==> src/rtl/mult_seq_hs_pkg.sv <==
// mult_pkg: shared types and helpers for the sequential shift-add multiplier.
//   state_e      - controller states (IDLE, CALC, DONE)
//   res_width()  - product width for a given operand width
//   cnt_width()  - width of the step counter, able to hold N = pw/bpc
//   cond_negate()- two's-complement negate on a wide vector when neg is set;
//                  callers size-cast their operands in and the result out.
package mult_pkg;

  typedef enum logic [1:0] {
    IDLE = 2'd0,
    CALC = 2'd1,
    DONE = 2'd2
  } state_e;

  // Working width of cond_negate. Wide enough for any product up to
  // 2*127 bits, which comfortably covers every practical PAYLOAD_BITS.
  localparam int unsigned NEG_W = 256;

  function automatic int unsigned res_width(input int unsigned pw);
    return 2 * pw;
  endfunction

  function automatic int unsigned cnt_width(input int unsigned pw, input int unsigned bpc);
    return $clog2(pw / bpc + 1);
  endfunction

  function automatic logic [NEG_W-1:0] cond_negate(input logic [NEG_W-1:0] v, input logic neg);
    return neg ? ((~v) + NEG_W'(1)) : v;
  endfunction

endpackage

==> src/rtl/mult_seq_hs_if.sv <==
// mult_seq_hs_if: operand/result handshake bundle of mult_seq_hs.
//   IN_VALID_I/IN_READY_O   operand channel; SIGNED_I, OPER_ONE_I, OPER_TWO_I ride on it
//   OUT_VALID_O/OUT_READY_I result channel; DATA_O rides on it
//   BUSY_O                  high while an operation is in flight (CALC or DONE)
// Handshake: a transfer happens on a rising clock edge where valid and ready
// are both 1. The producer keeps valid/payload stable until that edge; the
// result side holds OUT_VALID_O and DATA_O steady until it is taken. Input
// valid without ready is simply dropped, never queued.
interface mult_seq_hs_if #(
  parameter int unsigned PAYLOAD_BITS = 8
);
  logic                      IN_VALID_I;
  logic                      IN_READY_O;
  logic                      SIGNED_I;
  logic [PAYLOAD_BITS-1:0]   OPER_ONE_I;
  logic [PAYLOAD_BITS-1:0]   OPER_TWO_I;
  logic                      OUT_VALID_O;
  logic                      OUT_READY_I;
  logic [2*PAYLOAD_BITS-1:0] DATA_O;
  logic                      BUSY_O;

  // slave: the multiplier itself
  modport slave (
    input  IN_VALID_I, SIGNED_I, OPER_ONE_I, OPER_TWO_I, OUT_READY_I,
    output IN_READY_O, OUT_VALID_O, DATA_O, BUSY_O
  );

  // master: operand producer / result consumer
  modport master (
    output IN_VALID_I, SIGNED_I, OPER_ONE_I, OPER_TWO_I, OUT_READY_I,
    input  IN_READY_O, OUT_VALID_O, DATA_O, BUSY_O
  );
endinterface

==> src/rtl/mult_seq_hs_step.sv <==
// mult_step: one combinational shift-add step.
//   acc_i   [2*PAYLOAD_BITS]  accumulator before the step
//   mcand_i [PAYLOAD_BITS]    multiplicand magnitude
//   slice_i [BITS_PER_CYCLE]  low multiplier bits retired this step
//   acc_o   [2*PAYLOAD_BITS]  accumulator after the step
// The accumulator is kept right-shifting: each partial product is added at
// bit PAYLOAD_BITS and the sum shifted right by BITS_PER_CYCLE. After N steps
// the product lands exactly in place, so no per-step position is needed. The
// bits shifted out are always zero.
module mult_step
  import mult_pkg::*;
#(
  parameter int unsigned PAYLOAD_BITS   = 8,
  parameter int unsigned BITS_PER_CYCLE = 1
) (
  input  logic [res_width(PAYLOAD_BITS)-1:0] acc_i,
  input  logic [PAYLOAD_BITS-1:0]            mcand_i,
  input  logic [BITS_PER_CYCLE-1:0]          slice_i,
  output logic [res_width(PAYLOAD_BITS)-1:0] acc_o
);
  localparam int unsigned RES_W = res_width(PAYLOAD_BITS);
  localparam int unsigned PP_W  = PAYLOAD_BITS + BITS_PER_CYCLE;
  localparam int unsigned SUM_W = RES_W + BITS_PER_CYCLE;

  logic [PP_W-1:0]  pp;
  logic [SUM_W-1:0] sum;

  always_comb begin
    pp    = PP_W'(mcand_i) * PP_W'(slice_i);
    // The extra BITS_PER_CYCLE of headroom absorbs the carry before the shift.
    sum   = SUM_W'(acc_i) + (SUM_W'(pp) << PAYLOAD_BITS);
    acc_o = RES_W'(sum >> BITS_PER_CYCLE);
  end
endmodule

==> src/rtl/mult_seq_hs.sv <==
// mult_seq_hs: sequential shift-add multiplier with valid/ready handshakes.
//   CLK_I    clock, rising edge
//   RST_N_I  synchronous active-low reset
//   bus      mult_seq_hs_if.slave (operands, mode, product, busy)
//   STATE_O  current controller state, for observation
// Signed operations are done on magnitudes; the sign (MSB(a) ^ MSB(b)) is
// applied when the product is registered. The magnitude of the most negative
// operand is exactly PAYLOAD_BITS wide as an unsigned value, so it needs no
// special case. PAYLOAD_BITS >= 2; BITS_PER_CYCLE in {1,2,4} dividing it.
// A result appears N = PAYLOAD_BITS/BITS_PER_CYCLE cycles after acceptance.
module mult_seq_hs
  import mult_pkg::*;
#(
  parameter int unsigned PAYLOAD_BITS   = 8,
  parameter int unsigned BITS_PER_CYCLE = 1
) (
  input  logic  CLK_I,
  input  logic  RST_N_I,
  mult_seq_hs_if.slave bus,
  output state_e STATE_O
);
  localparam int unsigned RES_W = res_width(PAYLOAD_BITS);
  localparam int unsigned CNT_W = cnt_width(PAYLOAD_BITS, BITS_PER_CYCLE);
  localparam int unsigned N     = PAYLOAD_BITS / BITS_PER_CYCLE;

  state_e                  state_q;
  logic [CNT_W-1:0]        cnt_q;
  logic [RES_W-1:0]        acc_q;
  logic [PAYLOAD_BITS-1:0] mcand_q;
  logic [PAYLOAD_BITS-1:0] mplier_q;
  logic                    sign_q;
  logic                    in_ready_q;
  logic                    out_valid_q;
  logic                    busy_q;
  logic [RES_W-1:0]        data_q;

  logic [PAYLOAD_BITS-1:0] mag_a;
  logic [PAYLOAD_BITS-1:0] mag_b;
  logic [RES_W-1:0]        acc_d;
  logic [RES_W-1:0]        result_d;

  mult_step #(
    .PAYLOAD_BITS  (PAYLOAD_BITS),
    .BITS_PER_CYCLE(BITS_PER_CYCLE)
  ) u_step (
    .acc_i  (acc_q),
    .mcand_i(mcand_q),
    .slice_i(mplier_q[BITS_PER_CYCLE-1:0]),
    .acc_o  (acc_d)
  );

  always_comb begin
    mag_a    = PAYLOAD_BITS'(cond_negate(NEG_W'(bus.OPER_ONE_I),
                                         bus.SIGNED_I & bus.OPER_ONE_I[PAYLOAD_BITS-1]));
    mag_b    = PAYLOAD_BITS'(cond_negate(NEG_W'(bus.OPER_TWO_I),
                                         bus.SIGNED_I & bus.OPER_TWO_I[PAYLOAD_BITS-1]));
    // Final product taken straight from the last step's sum.
    result_d = RES_W'(cond_negate(NEG_W'(acc_d), sign_q));
  end

  always_ff @(posedge CLK_I) begin
    if (!RST_N_I) begin
      state_q     <= IDLE;
      cnt_q       <= '0;
      acc_q       <= '0;
      mcand_q     <= '0;
      mplier_q    <= '0;
      sign_q      <= 1'b0;
      in_ready_q  <= 1'b0;
      out_valid_q <= 1'b0;
      busy_q      <= 1'b0;
      data_q      <= '0;
    end else begin
      case (state_q)
        IDLE: begin
          in_ready_q <= 1'b1;
          // Gate on the registered ready so the first edge out of reset,
          // where ready was still low, does not accept.
          if (bus.IN_VALID_I && in_ready_q) begin
            mcand_q    <= mag_a;
            mplier_q   <= mag_b;
            sign_q     <= bus.SIGNED_I &
                          (bus.OPER_ONE_I[PAYLOAD_BITS-1] ^ bus.OPER_TWO_I[PAYLOAD_BITS-1]);
            acc_q      <= '0;
            cnt_q      <= CNT_W'(N);
            in_ready_q <= 1'b0;
            busy_q     <= 1'b1;
            state_q    <= CALC;
          end
        end
        CALC: begin
          acc_q    <= acc_d;
          mplier_q <= mplier_q >> BITS_PER_CYCLE;
          cnt_q    <= cnt_q - CNT_W'(1);
          if (cnt_q == CNT_W'(1)) begin
            data_q      <= result_d;
            out_valid_q <= 1'b1;
            state_q     <= DONE;
          end
        end
        DONE: begin
          if (bus.OUT_READY_I) begin
            out_valid_q <= 1'b0;
            busy_q      <= 1'b0;
            in_ready_q  <= 1'b1;
            state_q     <= IDLE;
          end
        end
        default: state_q <= IDLE;
      endcase
    end
  end

  assign bus.IN_READY_O  = in_ready_q;
  assign bus.OUT_VALID_O = out_valid_q;
  assign bus.DATA_O      = data_q;
  assign bus.BUSY_O      = busy_q;
  assign STATE_O         = state_q;
endmodule

==> src/flat_wrapper.sv <==
// flat-port wrapper written by rule: the top's interface ports become plain ports
module mult_seq_hs_flat import mult_pkg::*;
#(
  parameter int unsigned PAYLOAD_BITS   = 8,
  parameter int unsigned BITS_PER_CYCLE = 1
)
  (CLK_I, RST_N_I, STATE_O, bus_IN_VALID_I, bus_SIGNED_I, bus_OPER_ONE_I, bus_OPER_TWO_I, bus_OUT_READY_I, bus_IN_READY_O, bus_OUT_VALID_O, bus_DATA_O, bus_BUSY_O);
  mult_seq_hs_if #(.PAYLOAD_BITS(PAYLOAD_BITS)) bus_i ();
  input  logic CLK_I;
  input  logic RST_N_I;
  output state_e STATE_O;
  input wire logic [$bits(bus_i.IN_VALID_I)-1:0] bus_IN_VALID_I;
  input wire logic [$bits(bus_i.SIGNED_I)-1:0] bus_SIGNED_I;
  input wire logic [$bits(bus_i.OPER_ONE_I)-1:0] bus_OPER_ONE_I;
  input wire logic [$bits(bus_i.OPER_TWO_I)-1:0] bus_OPER_TWO_I;
  input wire logic [$bits(bus_i.OUT_READY_I)-1:0] bus_OUT_READY_I;
  output wire logic [$bits(bus_i.IN_READY_O)-1:0] bus_IN_READY_O;
  output wire logic [$bits(bus_i.OUT_VALID_O)-1:0] bus_OUT_VALID_O;
  output wire logic [$bits(bus_i.DATA_O)-1:0] bus_DATA_O;
  output wire logic [$bits(bus_i.BUSY_O)-1:0] bus_BUSY_O;
  assign bus_i.IN_VALID_I = bus_IN_VALID_I;
  assign bus_i.SIGNED_I = bus_SIGNED_I;
  assign bus_i.OPER_ONE_I = bus_OPER_ONE_I;
  assign bus_i.OPER_TWO_I = bus_OPER_TWO_I;
  assign bus_i.OUT_READY_I = bus_OUT_READY_I;
  assign bus_IN_READY_O = bus_i.IN_READY_O;
  assign bus_OUT_VALID_O = bus_i.OUT_VALID_O;
  assign bus_DATA_O = bus_i.DATA_O;
  assign bus_BUSY_O = bus_i.BUSY_O;
  mult_seq_hs #(.PAYLOAD_BITS(PAYLOAD_BITS), .BITS_PER_CYCLE(BITS_PER_CYCLE)) u_core (.CLK_I(CLK_I), .RST_N_I(RST_N_I), .bus(bus_i), .STATE_O(STATE_O));
endmodule
==> config.mk <==
export PLATFORM = sky130hd
export DESIGN_NAME = mult_seq_hs_flat
export DESIGN_NICKNAME = d
export VERILOG_FILES = /design/src/rtl/mult_seq_hs_pkg.sv /design/src/rtl/mult_seq_hs_if.sv /design/src/rtl/mult_seq_hs_step.sv /design/src/rtl/mult_seq_hs.sv /design/src/flat_wrapper.sv
export SDC_FILE = /design/constraint.sdc
export NUM_CORES = 1
export LEC_CHECK = 0
export BUFFER_PORTS_ARGS = -buffer_cell sky130_fd_sc_hd__buf_2
export CAP_MARGIN = 15
export CELL_PAD_IN_SITES_DETAIL_PLACEMENT = 0
export CELL_PAD_IN_SITES_GLOBAL_PLACEMENT = 2
export CORE_ASPECT_RATIO = 1.75
export CORE_MARGIN = 2
export CORE_UTILIZATION = 37
export DETAILED_ROUTE_END_ITERATION = 16
export PLACE_DENSITY = 0.83
export SKIP_CTS_REPAIR_TIMING = 1
export SYNTH_ARGS = -nofsm -noshare
export SYNTH_HDL_FRONTEND = slang
export SYNTH_HIERARCHICAL = 1
export SYNTH_SLANG_ARGS = --single-unit
export TNS_END_PERCENT = 5
==> constraint.sdc <==
create_clock -name CLK_I -period 6.5 [get_ports CLK_I]
set_clock_uncertainty 0.2 [all_clocks]
set_input_delay 1.3 -clock CLK_I [delete_from_list [all_inputs] [get_ports CLK_I]]
set_output_delay 1.3 -clock CLK_I [all_outputs]
set_load 0.02 [all_outputs]
==> qor.yml, run 1 <==
p_switching_w: 0.000224
tritoncts: "yes"
rows: 44
crit_path_end_kind: "flip-flop"
rsz0062_at_grt: "no"
r2r-start: "u_core/mplier_q[0]"
wl_met3_um: 206
p_total_w: 0.00101
start_util: 0.381
grt_max_degree: 49
crit_required_ps: 6500
drt-total-wl_um: 7040
first_pass_iters: 4
whs_path_depth: 2
critPathKind: "flip-flop to flip-flop"
gr-total-overflow: 0
crit_arrival_ps: 3220
ir_drop_mv: 0.169
timing.fmax_mhz: 310
die_h_um: 126
seq_power_share: 0.372
dieArea_um2: 9290
reg2reg_depth: 11
grt_usage: 0.163
clock-sinks: 57
ant_nets: 0
setup_violations: 0
p_per_area_nw_per_um2: 270
grt_pass1_vias: 2539
synth_nets: 421
antenna_found_initial: 0
clk_pin_slew_ps: 50
pwr-share-comb: 0.093
ctsHtreeMaxLevel: 3
finalCriticalPeriod_ps: 3220
num_io_pins: 42
finalCritPeriodShare: 0.496
die_w_um: 73.7
cp-start-kind: "flip-flop"
final_layout_size_suffix_gt1_frac: 0.174
timing.rr.end: "u_core/bus.DATA_O[15]"
holdCritStartpoint: "u_core/mcand_q[0]"
worst_pin_slew_ps: 896
route.met2.wl_um: 3660
vias: 2735
slew_headroom: 0.403
syn_inst: 386
top_layer: "met4"
syn_area_um2: 3150
reg2reg_slack_ps: 3280
insertedDiodeCount: 0
status: "complete, no violations"
core_um2: 8260
crit_fanout: 9
drv_cap: 0
holdPathEnd: "u_core/mcand_q[0]"
finalNetCount: 449
vias_per_cell: 5.35
portBuffers: 41
leakagePower_nw: 1.56
pre_cts_ws_ps: 3230
place_hpwl_um: 5110
met1_length_um: 3040
drc_errors: 0
clock-root-buffer: "clkbuf_16"
syn2layout_area_growth_pct: 18.3
syn_area_per_cell_um2: 8.16
fin_setup_tns_ps: 0
finalWorstSetupSlack_ps: 3280
hold_viol: 0
clk_path_buf_depth: 2
cts_made_buffers: 9
first_iter_violations: 112
yosys_warnings: 6
clkPwrFrac: 0.536
wl_per_cell_um: 13.8
intPower_w: 0.000781
clkLatencyLatePin_ps: 320
hold_path.class: "flip-flop to flip-flop"
switching_share: 0.223
final_core_util: 0.451
grt_pass1_wl_um: 11900
slew_violations: 0
fin_area_um2: 3730
place_area_um2: 3380
gp_congestion: 0.790
power groups by stage:
stage / Clock, W / Combinational [W] / Sequential (W)
2_1_floorplan: 0 / 0.0000605 / 0.000382
3_3_place_gp: 0 / 0.0000937 / 0.000381
3_5_place_dp: 0 / 0.0000948 / 0.000381
4_1_cts: 0.000552 / 0.0000950 / 0.000374
5_1_grt: 0.000569 / 0.000106 / 0.000376
6_report: 0.000539 / 0.0000932 / 0.000374
cell usage in the layout, fill, tap and decap left out, drive strengths merged, types with 2 or more instances in the layout:
master	instances
a21oi	44
nor2b	4
buf	46
dfxtp	57
xnor2	9
o21bai	2
a311o	2
or2	3
o21ai	16
a311oi	3
ha	13
or4	4
a21o	3
o41ai	7
o31ai	3
a211oi	11
nand2	39
or3	5
clkbuf	11
nor2	28
nor4	2
or3b	2
nand2b	2
a22oi	6
nand3	23
mux2i	2
nor3	8
bufinv	3
a31oi	5
and2	8
inv	15
xor2	17
sequential cells by signal, summed over array words and instances (netlist names):
name / cells
u_core/bus.BUSY_O: 1
u_core/mcand_q: 8
u_core/bus.DATA_O: 16
u_core/acc_q: 15
u_core/cnt_q: 4
u_core/STATE_O: 2
u_core/bus.IN_READY_O: 1
u_core/sign_q: 1
u_core/bus.OUT_VALID_O: 1
u_core/mplier_q: 8
worst max-delay path, cell delays in order, from the launching register on:
cell,delay (ps)
dfxtp_1,360
and2_1,160
ha_1,200
fa_1,400
a21oi_1,220
nor2_1,70
nor2_1,160
xnor2_1,130
or4_1,590
o41ai_2,360
xor2_1,170
a21oi_1,70
how the worst max path moves through the flow:
| stage | startpoint | to | slack, ps | cells after the start |
|---|---|---|---|---|
| floorplan | u_core/mplier_q[0] | u_core/bus.DATA_O[15] | 3500 | 11 |
| global placement | u_core/mplier_q[0] | u_core/bus.DATA_O[15] | 3290 | 11 |
| detailed placement | u_core/mplier_q[0] | u_core/bus.DATA_O[15] | 3230 | 11 |
| CTS | u_core/mplier_q[0] | u_core/bus.DATA_O[15] | 3220 | 11 |
| global route | u_core/mplier_q[0] | u_core/bus.DATA_O[15] | 3010 | 11 |
| finish | u_core/mplier_q[0] | u_core/bus.DATA_O[15] | 3280 | 11 |
layer usage:
layer,vias up,track usage
li1,1436,-
met1,1245,0.188
met2,47,0.279
met3,7,0.0376
met4,0,0.0674
met5,-,0
through the flow:
stage | instances | hold slack, ps
floorplan | 386 | 232
global placement | 495 | 244
detailed placement | 495 | 248
CTS | 511 | 254
global route | 511 | 278
finish | 511 | 255
cell type report:
class	instances	area [µm²]
multi-input cells	285	1830
clock buffers	11	243
inverters	15	56.3
fillers	863	4530
well taps	92	115
repair buffers	46	243
clock inverters	5	103
flip-flops and latches	57	1140
Note: power is estimated with default switching activity, not from simulation.
==> inputs of run 2 (changes only) <==
--- a/config.mk
+++ b/config.mk
@@ -11,9 +11,9 @@
 export CELL_PAD_IN_SITES_GLOBAL_PLACEMENT = 2
 export CORE_ASPECT_RATIO = 1.75
 export CORE_MARGIN = 2
-export CORE_UTILIZATION = 37
+export CORE_UTILIZATION = 34
 export DETAILED_ROUTE_END_ITERATION = 16
-export PLACE_DENSITY = 0.83
+export PLACE_DENSITY = 0.77
 export SKIP_CTS_REPAIR_TIMING = 1
 export SYNTH_ARGS = -nofsm -noshare
 export SYNTH_HDL_FRONTEND = slang
==> constraint.sdc (replaced) <==
create_clock -name CLK_I -period 3.35 [get_ports CLK_I]
set_clock_uncertainty 0.2 [all_clocks]
set_input_delay 0.67 -clock CLK_I [delete_from_list [all_inputs] [get_ports CLK_I]]
set_output_delay 0.67 -clock CLK_I [all_outputs]
set_load 0.02 [all_outputs]
==> run 2 against run 1 <==
  * Worst setup slack lost 3000 ps
  * Highest routed layer unchanged
  * Worst hold slack improved by 3.6 ps
  * Largest cell class unchanged
  * Register-to-register slack worse by 3000 ps
  * Power up 73%
  * Sequential share of layout area is 0.10 points higher
==> qor.yml, run 2 (synthesized netlist as in run 1, its figures left out) <==
worst_pin_slew_ps: 665
drv_cap: 0
insertedDiodeCount: 0
die_w_um: 76.8
clock-root-buffer: "clkbuf_16"
cp-start-kind: "flip-flop"
critPathKind: "flip-flop to flip-flop"
timing.hold.ws_ps: 258
finalCritPeriodShare: 0.917
grt_pass1_vias: 2675
fin_area_um2: 3710
die_h_um: 131
seqCellArea_um2: 1140
setup_violations: 0
leakagePower_nw: 1.54
slew_violations: 0
drc_errors: 0
clk_pin_slew_ps: 50
final_layout_size_suffix_gt1_frac: 0.181
antenna_found_initial: 0
core_um2: 9040
finalNetCount: 451
fin_setup_tns_ps: 0
syn2layout_area_growth_pct: 17.9
ir_drop_mv: 0.246
dieArea_um2: 10100
slew_headroom: 0.556
status: "complete, no violations"
gp_congestion: 0.743
clk_path_buf_depth: 2
crit_slowest_cell: "or4_1"
grt_max_degree: 49
timing.fmax_mhz: 326
rsz0062_at_grt: "no"
hold_path.class: "flip-flop to flip-flop"
crit_chain: "and2_1, ha_1, fa_1, a21oi_2, nor2_1, nor2_1, xnor2_1, or4_1, o41ai_2, xor2_1, a21oi_1"
gr-total-overflow: 0
layout_commonest_cell: "dfxtp_1"
cpPeakStageDelay_ps: 590
crit_arrival_ps: 3070
drt-total-wl_um: 7460
crit_required_ps: 3350
tritoncts: "yes"
finalWorstSetupSlack_ps: 278
hold_viol: 0
cts_made_buffers: 9
clock-sinks: 57
pre_cts_ws_ps: 78.6
vias_per_cell: 5.08
wl_per_cell_um: 13.8
vias: 2749
crit_fanout: 9
largest_reg_flops: 16
layout_common_cells: "dfxtp_1, a21oi_1, buf_2"
grt_usage: 0.157
rows: 46
portBuffers: 41
grt_pass1_wl_um: 12700
place_area_um2: 3430
p_per_area_nw_per_um2: 468
ctsHtreeMaxLevel: 3
clkLatencyLatePin_ps: 330
start_util: 0.349
p_total_w: 0.00174
first_pass_iters: 4
finalCriticalPeriod_ps: 3070
multi_input_area_um2: 1830
place_hpwl_um: 5320
crit_top_cell: "nor2_1"
crit_path_end_kind: "flip-flop"
fill_cells: 960
ant_nets: 0
first_iter_violations: 119
num_io_pins: 42
==> run 2: cell count changes in the layout (fill, tap and decap cells not counted) <==
| cell | before | now |
|---|---|---|
| bufinv_16 | 3 | 0 |
| clkbuf_1 | 1 | 2 |
| clkinvlp_4 | 1 | 0 |
| buf_4 | 5 | 7 |
| a21oi_1 | 44 | 42 |
| clkbuf_8 | 1 | 2 |
| a21oi_2 | 0 | 2 |
| clkinv_2 | 1 | 3 |
==> run 2: worst paths after layout <==
| path | cells past startpoint | from | slack [ps] | end |
|---|---|---|---|---|
| worst max-delay path | 11 | u_core/mplier_q[0] | 280 | u_core/bus.DATA_O[14] |
| worst min register to register | 2 | u_core/mcand_q[0] | 260 | u_core/mcand_q[0] |
| worst max register to register | 11 | u_core/mplier_q[0] | 280 | u_core/bus.DATA_O[14] |
| worst min-delay path | 2 | u_core/mcand_q[0] | 260 | u_core/mcand_q[0] |
==> run 2: area by class of cell <==
class                   instances  share of cell area
repair buffers                 48              0.0694
flip-flops and latches         57               0.307
well taps                     120              0.0404
inverters                      15              0.0152
clock buffers                  13              0.0701
multi-input cells             285               0.494
clock inverters                 3             0.00404
==> run 2: layer usage <==
metal | vias to the layer above | global-route usage | share of wire
li1 | 1439 | - | -
met1 | 1257 | 0.172 | 0.44
met4 | 0 | 0.0788 | 0.021
met5 | - | 0 | 0
met3 | 10 | 0.0302 | 0.026
met2 | 43 | 0.282 | 0.52
==> run 2: power breakdown <==
group / internal (W) / leakage, nW / total, W / switching, W
Combinational: 0.0000681 / 0.938 / 0.000184 / 0.000116
Clock: 0.000535 / 0.139 / 0.000826 / 0.000291
Sequential: 0.000706 / 0.462 / 0.000726 / 0.0000205
Total: 0.00131 / 1.54 / 0.00174 / 0.000427
==> run 2: stage by stage <==
stage / utilization / instances
after global placement: 0.380 / 525
final: 0.411 / 541
after detailed placement: 0.380 / 525
after global routing: 0.411 / 541
after CTS: 0.410 / 541
after floorplan: - / 386
==> run 2: worst max-delay path: cells and delay by family, from the launching register on <==
kind | cells | cell delay, ps
compound gates | 3 | 520
flops | 1 | 350
simple gates | 4 | 950
xor+xnor | 2 | 310
fa+ha+maj | 2 | 620
